<file path="config.mk">
export PLATFORM = sky130hd
export DESIGN_NAME = seq_pattern_gen
export DESIGN_NICKNAME = d
export VERILOG_FILES = /design/src/rtl/seq_pattern_gen.sv
export SDC_FILE = /design/constraint.sdc
export NUM_CORES = 1
export LEC_CHECK = 0
export BUFFER_PORTS_ARGS = -buffer_cell sky130_fd_sc_hd__buf_2
export CORE_MARGIN = 1
export CORE_UTILIZATION = 36
export CTS_BUF_LIST = sky130_fd_sc_hd__clkbuf_4
export CTS_CLUSTER_SIZE = 12
export DETAILED_ROUTE_END_ITERATION = 8
export SETUP_SLACK_MARGIN = 0.4
export SYNTH_ARGS = -nofsm -noshare
export SYNTH_HDL_FRONTEND = slang
export SYNTH_SLANG_ARGS = --single-unit
</file>
<file path="constraint.sdc">
create_clock -name clk -period 2.13 [get_ports clk]
set_input_delay 0.3195 -clock clk [delete_from_list [all_inputs] [get_ports clk]]
set_output_delay 0.3195 -clock clk [all_outputs]
set_load 0.01 [all_outputs]
</file>
<file path="src/rtl/seq_pattern_gen.sv">
// Serial pattern transmitter: sends a captured bit pattern MSB-first, repeated
// with optional idle gaps, and qualifies each bit with valid. Ends with a done pulse.
module seq_pattern_gen #(
    parameter int MAX_LEN = 8,
    parameter int LEN_W   = 4,
    parameter int REP_W   = 8,
    parameter int GAP_W   = 4
) (
    input  logic               clk,
    input  logic               rst,
    input  logic               start,
    input  logic [MAX_LEN-1:0] pattern,
    input  logic [LEN_W-1:0]   len,
    input  logic [REP_W-1:0]   reps,
    input  logic [GAP_W-1:0]   gap,
    output logic               a_out,
    output logic               valid,
    output logic               busy,
    output logic               done
);

    localparam int IDX_W = (MAX_LEN > 1) ? $clog2(MAX_LEN) : 1;

    typedef enum logic [1:0] {
        IDLE  = 2'd0,
        SHIFT = 2'd1,
        GAP   = 2'd2,
        DONE  = 2'd3
    } state_t;

    state_t             state_q, state_d;
    logic [MAX_LEN-1:0] pat_q, pat_d;
    logic [IDX_W-1:0]   top_q, top_d;
    logic [IDX_W-1:0]   idx_q, idx_d;
    logic [REP_W-1:0]   rem_q, rem_d;
    logic [GAP_W-1:0]   gap_q, gap_d;
    logic [GAP_W-1:0]   cnt_q, cnt_d;

    logic [LEN_W-1:0]   leff;
    logic [IDX_W-1:0]   leff_top;

    // Over-long requests are clamped so the index never leaves the pattern register.
    assign leff     = (len > LEN_W'(MAX_LEN)) ? LEN_W'(MAX_LEN) : len;
    assign leff_top = IDX_W'(leff - 1'b1);

    always_comb begin
        // NOTE: every variable gets a default first so no path through the case infers a latch.
        state_d = state_q;
        pat_d   = pat_q;
        top_d   = top_q;
        idx_d   = idx_q;
        rem_d   = rem_q;
        gap_d   = gap_q;
        cnt_d   = cnt_q;

        unique case (state_q)
            IDLE: begin
                if (start) begin
                    pat_d = pattern;
                    gap_d = gap;
                    rem_d = reps;
                    top_d = leff_top;
                    idx_d = leff_top;
                    state_d = (leff == '0 || reps == '0) ? DONE : SHIFT;
                end
            end
            SHIFT: begin
                if (idx_q == '0) begin
                    rem_d = rem_q - 1'b1;
                    if (rem_q == REP_W'(1)) begin
                        state_d = DONE;
                    end else if (gap_q != '0) begin
                        state_d = GAP;
                        cnt_d   = gap_q;
                    end else begin
                        idx_d = top_q;
                    end
                end else begin
                    idx_d = idx_q - 1'b1;
                end
            end
            GAP: begin
                if (cnt_q == GAP_W'(1)) begin
                    state_d = SHIFT;
                    idx_d   = top_q;
                end else begin
                    cnt_d = cnt_q - 1'b1;
                end
            end
            DONE: state_d = IDLE;
            default: state_d = IDLE;
        endcase
    end

    // Outputs are computed from the next state so they are registered yet
    // line up with the state being entered: the first bit appears right after start.
    always_ff @(posedge clk) begin
        // NOTE: sequential state uses non-blocking assignments so every register samples pre-edge values.
        if (rst) begin
            state_q <= IDLE;
            pat_q   <= '0;
            top_q   <= '0;
            idx_q   <= '0;
            rem_q   <= '0;
            gap_q   <= '0;
            cnt_q   <= '0;
            a_out   <= 1'b0;
            valid   <= 1'b0;
            busy    <= 1'b0;
            done    <= 1'b0;
        end else begin
            state_q <= state_d;
            pat_q   <= pat_d;
            top_q   <= top_d;
            idx_q   <= idx_d;
            rem_q   <= rem_d;
            gap_q   <= gap_d;
            cnt_q   <= cnt_d;
            a_out   <= (state_d == SHIFT) && pat_d[idx_d];
            valid   <= (state_d == SHIFT);
            busy    <= (state_d == SHIFT) || (state_d == GAP);
            done    <= (state_d == DONE);
        end
    end

endmodule

</file>
==> impl_metrics.yaml <==
run_status:
  status: "complete, but fails checks"
  violations: "design-rule violations, negative setup slack"
sta:
  fmaxAchievable_mhz: 469
  rsz0062_at_grt: "true"
  hold_slack_ns: 0.195
  skew_ns: 0.00895
  min_period_over_period: 1.00
  drv_slew: 0
  relSlewSlack: 0.692
  worst_slew_pin_slew_ns: 0.458
  setup-violations-final: 1
  period_needed_ns: 2.13
  hold_violations: 0
  worst_slack_ns: -0.00112
drt:
  dr_total_vias: 2165
  wirelength_mm: 6.00
  drc: 2
  dr.first_iter.drc_count: 132
  vias_per_cell: 5.48
  postRouteAntennaNets: 0
  dr.pass1.iters: 6
  routedWlPerCell_um: 15.2
global_route:
  grt.overflow.total: 0
  first_global_vias: 2023
  grt_max_degree: 22
  antenna_found_initial: 0
  grt_usage: 0.194
  grt_pass1_wl_mm: 9.26
clock_tree:
  htreeDepth: 2
  clk_latency_ns: 0.35
  hold_buffers: 0
  clk_pin_slew_ns: 0.12
  clockRootBuffer: "clkbuf_4"
  clockBufferDepth: 2
  cts_buffers: 5
  cts.sinks: 36
  cts_tree: "built"
placement:
  dp_hpwl_mm: 3.79
  gp_congestion: 0.881
  dpl.cell_count: 369
  port_buffers: 30
setup_path:
  cpMostUsedCell: "a211oi_4"
  crit_start: "gap_q[0]$_SDFFE_PP0P_"
  crit_fanout: 3
  slowest_stage: "or4_4"
  critPathMaxStageDelay_ns: 0.60
  r2r_start: "gap_q[0]$_SDFFE_PP0P_"
  worstPathArrival_ns: 2.37
  path_cells: "or4_4 -> a211oi_4 -> or2_4 -> buf_6 -> a211oi_4 -> nor4_1 -> a211oi_1"
  required_ns: 2.37
  cp-start-kind: "flip-flop"
  cp-end-kind: "flip-flop"
  worstSetupPathType: "flip-flop to flip-flop"
floorplanning:
  die_w_um: 77.2
  die_y_um: 77.2
  core_area_um2: 5470
  rows: 27
  initial_utilization: 0.372
  ios: 31
  die_area_um2: 5960
yosys:
  netlist.area_leader.share: 0.354
  netlist_area_um2: 2040
  syn_avg_cell_area_um2: 7.92
  synth-seq-cells: 36
  synth_nets: 293
  yosysSeqAreaShare: 0.354
  synth_cells: 257
  synthArstFlopShare: 0
  synthFlopType: "dfxtp_1"
  synth.largest_area_cell: "dfxtp_1"
  ys_types: 50
  synth_area_leaders: "dfxtp_1 (35%), a21oi_1 (8.1%), nand2_1 (6.5%), nor2_1 (6.3%), ha_1 (5.5%)"
  ys_warn_count: 0
  synth-edff-count: 0
pwr:
  irDropWorstVdd_v: 0.000401
  p_total_w: 0.00243
  swShare: 0.370
  pwr-share-seq: 0.351
  power_frac_clock: 0.196
  p_comb_frac: 0.452
  p_switching_w: 0.000898
  p_per_area_nw_per_um2: 839
  internal_power_w: 0.00153
  leakagePower_nw: 1.15
cells_and_area:
  finalCoreUtilization: 0.529
  post_route_cells_drive_above_1_share: 0.396
  n_antenna_cell: 0
  n_fill_cell: 514
  ff_latch_area_um2: 732
  syn_to_final_growth_pct: 42.3
  multi_input_area_um2: 1490
  finish.net_count: 358
  final_cells: 395
job:
  drv_cap: 0
worst_hold_path:
  min_from: "gap[2]"
  hold_path_class: "primary input to flip-flop"
==> registers in the layout, summed over array words and instances, names as in the netlist <==
name / count
top_q: 3
gap_q: 4
busy: 1
a_out: 1
cnt_q: 4
valid: 1
idx_q: 3
pat_q: 8
done: 1
rem_q: 8
state_q: 2
==> layout make-up <==
class,instances,area share
Multi-Input combinational cell,201,0.515
Sequential cell,36,0.253
Timing Repair Buffer,71,0.166
Tap cell,72,0.0311
Clock buffer,5,0.0130
Clock inverter,3,0.0130
Inverter,7,0.00907
==> per-stage QoR <==
step                      setup slack [ns]  instance area (um2)  setup TNS, ns
final                             -0.00112                 2900       -0.00112
after global routing               -0.0921                 2900        -0.0921
after CTS                           0.0323                 2750              0
after detailed placement           -0.0266                 2430        -0.0266
after global placement             -0.0436                 2430        -0.0436
after floorplan                      0.168                 2070              0
==> synth_stat cells (2+ instances only) <==
cell type / number
a211oi_1: 5
a211oi_2: 3
a21oi_1: 33
a22oi_1: 2
a31oi_1: 3
a32o_1: 2
clkbuf_1: 11
dfxtp_1: 36
ha_1: 9
inv_1: 7
nand2_1: 35
nand2b_1: 5
nand3_1: 5
nand4_1: 3
nor2_1: 34
nor2b_1: 7
nor3_1: 7
nor3b_1: 3
nor4_1: 3
o21a_1: 3
o21ai_0: 7
o22ai_1: 3
o31ai_1: 4
==> logic make-up (layout without fill, tap and decap cells) <==
logic type               Yosys count  in the layout  synth area share
XOR/XNOR                           1              1           0.00430
AND/OR/NAND/NOR                  110            110             0.265
adder cells (fa/ha/maj)            9              9            0.0553
buffers and inverters             20             86            0.0393
multiplexers                       2              2            0.0160
AO/OA/AOI/OAI                     79             79             0.266
flip-flops                        36             36             0.354
==> routing by layer <==
| layer | vias to the layer above | share of wire | GRT usage |
|---|---|---|---|
| met2 | 62 | 0.50 | 0.324 |
| met4 | 0 | 0.017 | 0.0679 |
| li1 | 1062 | - | - |
| met3 | 10 | 0.038 | 0.0369 |
| met1 | 1031 | 0.45 | 0.247 |
| met5 | - | 0 | 0 |
==> power by group through the flow <==
| stage | clock, W | sequential, W | combinational (W) |
|---|---|---|---|
| 2_1_floorplan | 0 | 0.000845 | 0.000538 |
| 3_5_place_dp | 0 | 0.000852 | 0.000795 |
| 5_1_grt | 0.000520 | 0.000864 | 0.00119 |
| 6_report | 0.000477 | 0.000853 | 0.00110 |
| 3_3_place_gp | 0 | 0.000853 | 0.000791 |
| 4_1_cts | 0.000489 | 0.000847 | 0.000964 |
==> critical path: cells and delay by family (launching register included) <==
kind,cells,cell delay (ns)
buffers and inverters,1,0.11
AO/OA/AOI/OAI,3,0.44
AND/OR/NAND/NOR,3,1.14
flip-flops,1,0.34
==> what timing repair did <==
action,4_1_cts,5_1_grt
buffers inserted,11,6
gates resized for setup,33,26
endpoints found under the setup margin,9,20
pin swaps,7,17
gates cloned,0,1
==> placed cells by master, fill, tap and decap left out, drive strengths merged, types with 2 or more instances in the layout <==
| master | instances |
|---|---|
| ha | 9 |
| buf | 71 |
| a22oi | 2 |
| nand2b | 5 |
| o22ai | 3 |
| and2 | 2 |
| o21ai | 8 |
| a32o | 2 |
| a211oi | 8 |
| clkbuf | 5 |
| o21a | 3 |
| nor2 | 34 |
| nor3b | 4 |
| a21oi | 34 |
| a31oi | 3 |
| a221oi | 2 |
| nand4 | 3 |
| nor3 | 7 |
| clkinv | 2 |
| dfxtp | 36 |
| nor4 | 4 |
| nand2 | 35 |
| o31ai | 4 |
| inv | 7 |
| nand3 | 5 |
| nor2b | 7 |
==> path summary, 6_finish.rpt <==
check | cells after the start | slack [ns] | endpoint
max | 7 | -0.001 | a_out$_SDFF_PP0_
min | 3 | 0.20 | gap_q[2]$_SDFFE_PP0P_
max reg2reg | 7 | -0.001 | a_out$_SDFF_PP0_
min reg2reg | 2 | 0.47 | pat_q[6]$_SDFF_PP0_
Note: power is estimated with default switching activity, not from simulation.
